### config.mk
export PLATFORM = sky130hd
export DESIGN_NAME = wb_bus_top
export DESIGN_NICKNAME = d
export VERILOG_FILES = /design/src/rtl/wb_bus_top.sv
export SDC_FILE = /design/constraint.sdc
export NUM_CORES = 1
export LEC_CHECK = 0
export BUFFER_PORTS_ARGS = -buffer_cell sky130_fd_sc_hd__buf_2
export CAP_MARGIN = 20
export CORE_AREA = 2 2 139 141
export DETAILED_ROUTE_END_ITERATION = 8
export DIE_AREA = 0 0 141 143
export PLACE_DENSITY = 0.41
export SYNTH_ARGS = -nofsm -noshare
export SYNTH_HDL_FRONTEND = slang
export SYNTH_SLANG_ARGS = --single-unit
### constraint.sdc
create_clock -name clk_i -period 1.8 [get_ports clk_i]
set_input_delay 0.09 -clock clk_i [delete_from_list [all_inputs] [get_ports clk_i]]
set_output_delay 0.09 -clock clk_i [all_outputs]
set_load 0.02 [all_outputs]
### src/rtl/wb_bus_top.sv
// Shared-bus Wishbone interconnect, 2 masters / 2 slaves, round-robin grant, 0-cycle routing.
// Ports: clk_i, rst_i (async, active low), mN_* master side, sN_* slave side, grant_o. Macro: WB_DEFAULT_ERR_EN.
module wb_bus_top #(
  parameter int DW = 32,
  parameter int AW = 8,
  parameter int SELW = 4,
  parameter int S0_ADDR_W = 8,
  parameter logic [S0_ADDR_W-1:0] S0_ADDR = 8'h40,
  parameter int S1_ADDR_W = 8,
  parameter logic [S1_ADDR_W-1:0] S1_ADDR = 8'h90
) (
  input  logic            clk_i,
  input  logic            rst_i,
  input  logic [DW-1:0]   m0_dat_i,
  output logic [DW-1:0]   m0_dat_o,
  input  logic [AW-1:0]   m0_adr_i,
  input  logic [SELW-1:0] m0_sel_i,
  input  logic            m0_we_i,
  input  logic            m0_cyc_i,
  input  logic            m0_stb_i,
  input  logic            m0_cab_i,
  input  logic [2:0]      m0_cti_i,
  input  logic [1:0]      m0_bte_i,
  output logic            m0_ack_o,
  output logic            m0_err_o,
  output logic            m0_rty_o,
  input  logic [DW-1:0]   m1_dat_i,
  output logic [DW-1:0]   m1_dat_o,
  input  logic [AW-1:0]   m1_adr_i,
  input  logic [SELW-1:0] m1_sel_i,
  input  logic            m1_we_i,
  input  logic            m1_cyc_i,
  input  logic            m1_stb_i,
  input  logic            m1_cab_i,
  input  logic [2:0]      m1_cti_i,
  input  logic [1:0]      m1_bte_i,
  output logic            m1_ack_o,
  output logic            m1_err_o,
  output logic            m1_rty_o,
  output logic [DW-1:0]   s0_dat_o,
  input  logic [DW-1:0]   s0_dat_i,
  output logic [AW-1:0]   s0_adr_o,
  output logic [SELW-1:0] s0_sel_o,
  output logic            s0_we_o,
  output logic            s0_cyc_o,
  output logic            s0_stb_o,
  output logic            s0_cab_o,
  output logic [2:0]      s0_cti_o,
  output logic [1:0]      s0_bte_o,
  input  logic            s0_ack_i,
  input  logic            s0_err_i,
  input  logic            s0_rty_i,
  output logic [DW-1:0]   s1_dat_o,
  input  logic [DW-1:0]   s1_dat_i,
  output logic [AW-1:0]   s1_adr_o,
  output logic [SELW-1:0] s1_sel_o,
  output logic            s1_we_o,
  output logic            s1_cyc_o,
  output logic            s1_stb_o,
  output logic            s1_cab_o,
  output logic [2:0]      s1_cti_o,
  output logic [1:0]      s1_bte_o,
  input  logic            s1_ack_i,
  input  logic            s1_err_i,
  input  logic            s1_rty_i,
  output logic            grant_o
);

  logic grant;
  logic own_cyc, oth_cyc;

  assign own_cyc = grant ? m1_cyc_i : m0_cyc_i;
  assign oth_cyc = grant ? m0_cyc_i : m1_cyc_i;

  // Owner keeps the bus until it drops cyc; no preemption.
  always_ff @(posedge clk_i or negedge rst_i) begin
    if (!rst_i)
      grant <= 1'b0;
    else if (!own_cyc && oth_cyc)
      grant <= ~grant;
  end

  assign grant_o = grant;

  logic [AW-1:0]   g_adr;
  logic [DW-1:0]   g_dat;
  logic [SELW-1:0] g_sel;
  logic [2:0]      g_cti;
  logic [1:0]      g_bte;
  logic            g_we, g_cab, g_stb;

  assign g_adr = grant ? m1_adr_i : m0_adr_i;
  assign g_dat = grant ? m1_dat_i : m0_dat_i;
  assign g_sel = grant ? m1_sel_i : m0_sel_i;
  assign g_cti = grant ? m1_cti_i : m0_cti_i;
  assign g_bte = grant ? m1_bte_i : m0_bte_i;
  assign g_we  = grant ? m1_we_i  : m0_we_i;
  assign g_cab = grant ? m1_cab_i : m0_cab_i;
  assign g_stb = grant ? m1_stb_i : m0_stb_i;

  logic hit0, hit1, sel0, sel1;
  logic live, strobe;

  assign hit0 = g_adr[AW-1 -: S0_ADDR_W] == S0_ADDR;
  assign hit1 = g_adr[AW-1 -: S1_ADDR_W] == S1_ADDR;
  assign sel0 = hit0;
  assign sel1 = hit1 & ~hit0;

  // Reset gates the live cycle so outputs drop without waiting for a clock.
  assign live   = rst_i & own_cyc;
  assign strobe = live & g_stb;

  assign s0_adr_o = g_adr;
  assign s0_dat_o = g_dat;
  assign s0_sel_o = g_sel;
  assign s0_we_o  = g_we;
  assign s0_cab_o = g_cab;
  assign s0_cti_o = g_cti;
  assign s0_bte_o = g_bte;
  assign s1_adr_o = g_adr;
  assign s1_dat_o = g_dat;
  assign s1_sel_o = g_sel;
  assign s1_we_o  = g_we;
  assign s1_cab_o = g_cab;
  assign s1_cti_o = g_cti;
  assign s1_bte_o = g_bte;

  assign s0_cyc_o = live & sel0;
  assign s0_stb_o = strobe & sel0;
  assign s1_cyc_o = live & sel1;
  assign s1_stb_o = strobe & sel1;

  logic [DW-1:0] rd;
  logic ack, err, rty;

  always_comb begin
    rd  = '0;
    ack = 1'b0;
    err = 1'b0;
    rty = 1'b0;
    unique case (1'b1)
      sel0: begin
        rd  = s0_dat_i;
        ack = s0_ack_i;
        err = s0_err_i;
        rty = s0_rty_i;
      end
      sel1: begin
        rd  = s1_dat_i;
        ack = s1_ack_i;
        err = s1_err_i;
        rty = s1_rty_i;
      end
      default: begin
`ifdef WB_DEFAULT_ERR_EN
        err = 1'b1;
`else
        err = 1'b0;
`endif
      end
    endcase
  end

  assign m0_dat_o = rd;
  assign m1_dat_o = rd;

  assign m0_ack_o = strobe & ack & ~grant;
  assign m0_err_o = strobe & err & ~grant;
  assign m0_rty_o = strobe & rty & ~grant;
  assign m1_ack_o = strobe & ack & grant;
  assign m1_err_o = strobe & err & grant;
  assign m1_rty_o = strobe & rty & grant;

endmodule

==> flow_summary.yaml <==
setup_path:
  cp.arrival_ps: 1870
  r2r_slack_ps: 670
  crit_buf_inv: 2
  rr_worst_depth: 2
  r2r-end: "grant_o$_DFFE_PN0P_"
  start_kind: "register"
  worst-endpoint-required_ps: 1710
  crit_fanout: 8
  worstReg2RegStart: "grant_o$_DFFE_PN0P_"
  critPathSlowestCell: "or4b_1"
  worstPathCellList: "or4b_1 > o22a_4 > clkbuf_16 > a211oi_4 > buf_4"
  cpPeakStageDelay_ps: 470
  cp_top_family: "compound AO/OA/AOI/OAI gates"
  path_class: "reg2out"
  end_kind: "output pin"
floorplanning:
  die_area_um2: 20160
  top_level_ports: 355
  rows: 50
  chipHeight_um: 143
  core_area_um2: 18580
  start_util_pct: 12.40
  die_w_um: 141
pwr:
  power_density_nw_per_um2: 337.2
  p_leak_nw: 2.266
  ir_worst_vdd_uv: 252.1
yosys:
  synth-main-ff-cell: "dfrtp_1"
  syn_inst: 300
  synth-async-reset-ratio_pct: 100.0
  ys_top_cells_by_count: "buf_4, nand4_1, mux2_2, a211oi_1, clkbuf_1"
  ys_seq_elements: 1
  ys_seq_area_share_pct: 1.086
  syn_nets: 478
  syn-cell-area_um2: 2305
  synth_area_leaders: "buf_4, mux2_2, nand4_1, a211oi_1, clkbuf_1"
  yosys.area.top_type: "buf_4"
  ys_warn_count: 0
  synth_top_area_share_pct: 27.04
  avgSynthCellArea_um2: 7.682
  yosys.cell_types.count: 27
  yosysMostFrequentCell: "buf_4"
  synth_edf_count: 0
placed_design:
  place_ws_ps: -234.6
  gp_congestion: 0.7627
  hpwl_um: 12180
  port_buffers: 354
global_routing:
  grt_usage_pct: 12.73
  grt_pass1_vias: 3379
  grtUsageMet2_pct: 24.98
  grt_overflow_total: 0
  grt_pass1_wl_um: 20020
  met1_usage_pct: 14.91
  met3_usage_pct: 2.314
  grt_max_degree: 44
  top_usage_layer: "met2"
  antenna_found_initial: 1
sta:
  rsz0062_at_grt: "yes"
  setup_violations: 74
  fmax_mhz: 509.3
  tightest_slew_ps: 674.9
  final_max_slew_viol_count: 0
  min_period_over_period_pct: 109.1
  fin_crit_ps: 1963
  fin_ws_ps: -163.5
  skew_ps: 0
  maxSlewHeadroom_pct: 54.53
  hold_viol_final: 0
drt:
  drt_iter0_markers: 49
  wire_per_inst_um: 17.24
  drc_errors: 0
  ant_nets: 0
  dr.pass1.iters: 3
  vias: 3374
  drt_wl_total_um: 14310
  routed_via_density: 4.065
cts:
  clk_latency_ps: 0
  clk_pin_slew_ps: 0
final_layout:
  drive_gt1_share_pct: 85.88
  area_delta_synth_final_pct: 127.3
  fin_nets: 775
  largest_register_ffs: 1
  postLayoutCoreUtil_pct: 28.20
worst_hold_path:
  hold_depth: 2
  hp-class: "in2reg"
  hold_path.startpoint: "m1_cyc_i"
  min_to: "grant_o$_DFFE_PN0P_"
run_status:
  run_status: "complete, but fails checks"
  violations: "negative setup slack"
run:
  drv_cap: 0
[how the worst max path moves through the flow]
stage                   startpoint            to  slack [ps]  cells after the start
4_1_cts        grant_o$_DFFE_PN0P_  m0_dat_o[13]        -190                      5
5_1_grt        grant_o$_DFFE_PN0P_  m0_dat_o[15]        -230                      5
3_5_place_dp   grant_o$_DFFE_PN0P_  m1_dat_o[28]        -230                      7
6_report       grant_o$_DFFE_PN0P_  m0_dat_o[15]        -160                      5
2_1_floorplan  grant_o$_DFFE_PN0P_   m1_dat_o[0]        -280                      7
3_3_place_gp   grant_o$_DFFE_PN0P_  m1_dat_o[28]        -230                      7
[cells by family after synthesis]
group | count (synthesis) | synth area share [%]
AOI/OAI and AO/OA | 40 | 13.41
adders and majority gates | 1 | 0.4343
buffers and inverters | 121 | 34.53
DFF | 1 | 1.086
muxes | 52 | 26.11
and+or+nand+nor | 85 | 24.43
[layout by cell type, fill, tap and decap left out, drive strengths merged, types with 2 or more instances in the layout]
master	instances
nand4	71
nand3	2
mux2i	3
or4	2
nand2	2
a211oi	38
mux2	49
inv	3
clkbuf	3
buf	407
nor4	4
[cell type report]
class | count | area, um2
Fill cell | 1988 | 13340
Timing Repair Buffer | 411 | 2880
Multi-Input combinational cell | 178 | 1997
Tap cell | 234 | 292.8
Inverter | 4 | 32.53
Sequential cell | 1 | 26.28
Timing Repair inverter | 1 | 7.507
Antenna cell | 1 | 2.502
[power breakdown]
group	switching, mW	internal (mW)	total [mW]	leakage (nW)
sequential	0.00607	0.0256	0.0317	0.0107
clock	0	0.0000000746	0.0000000746	0.00000634
combinational	1.00	0.733	1.73	2.26
[layer usage]
| layer | share of wire [%] | vias up | routed length, um |
|---|---|---|---|
| met5 | 0 | - | 0 |
| met4 | 0.44 | 0 | 63 |
| met3 | 7.1 | 2 | 1010 |
| met2 | 55 | 181 | 7883 |
| met1 | 37 | 1555 | 5349 |
| li1 | - | 1636 | - |
[through the flow]
stage	hold slack (ps)	instances	power [mW]	setup TNS [ps]	area [um2]
2_1_floorplan	-205.6	300	1.123	-13130	2993
3_5_place_dp	-104.0	820	1.686	-12780	4616
4_1_cts	416.1	825	1.753	-9814	5009
6_report	414.7	830	1.767	-8459	5239
5_1_grt	448.5	830	1.888	-13980	5239
3_3_place_gp	-102.7	820	1.694	-11830	4616
[timing repair]
action,in CTS,in global routing
buffers inserted,2,1
endpoints found under the hold margin,1,0
cloned,2,3
gates resized for setup,113,41
endpoints found under the setup margin,93,74
hold buffers,1,0
pin swaps,8,12
(Power assumes the default switching activity.)
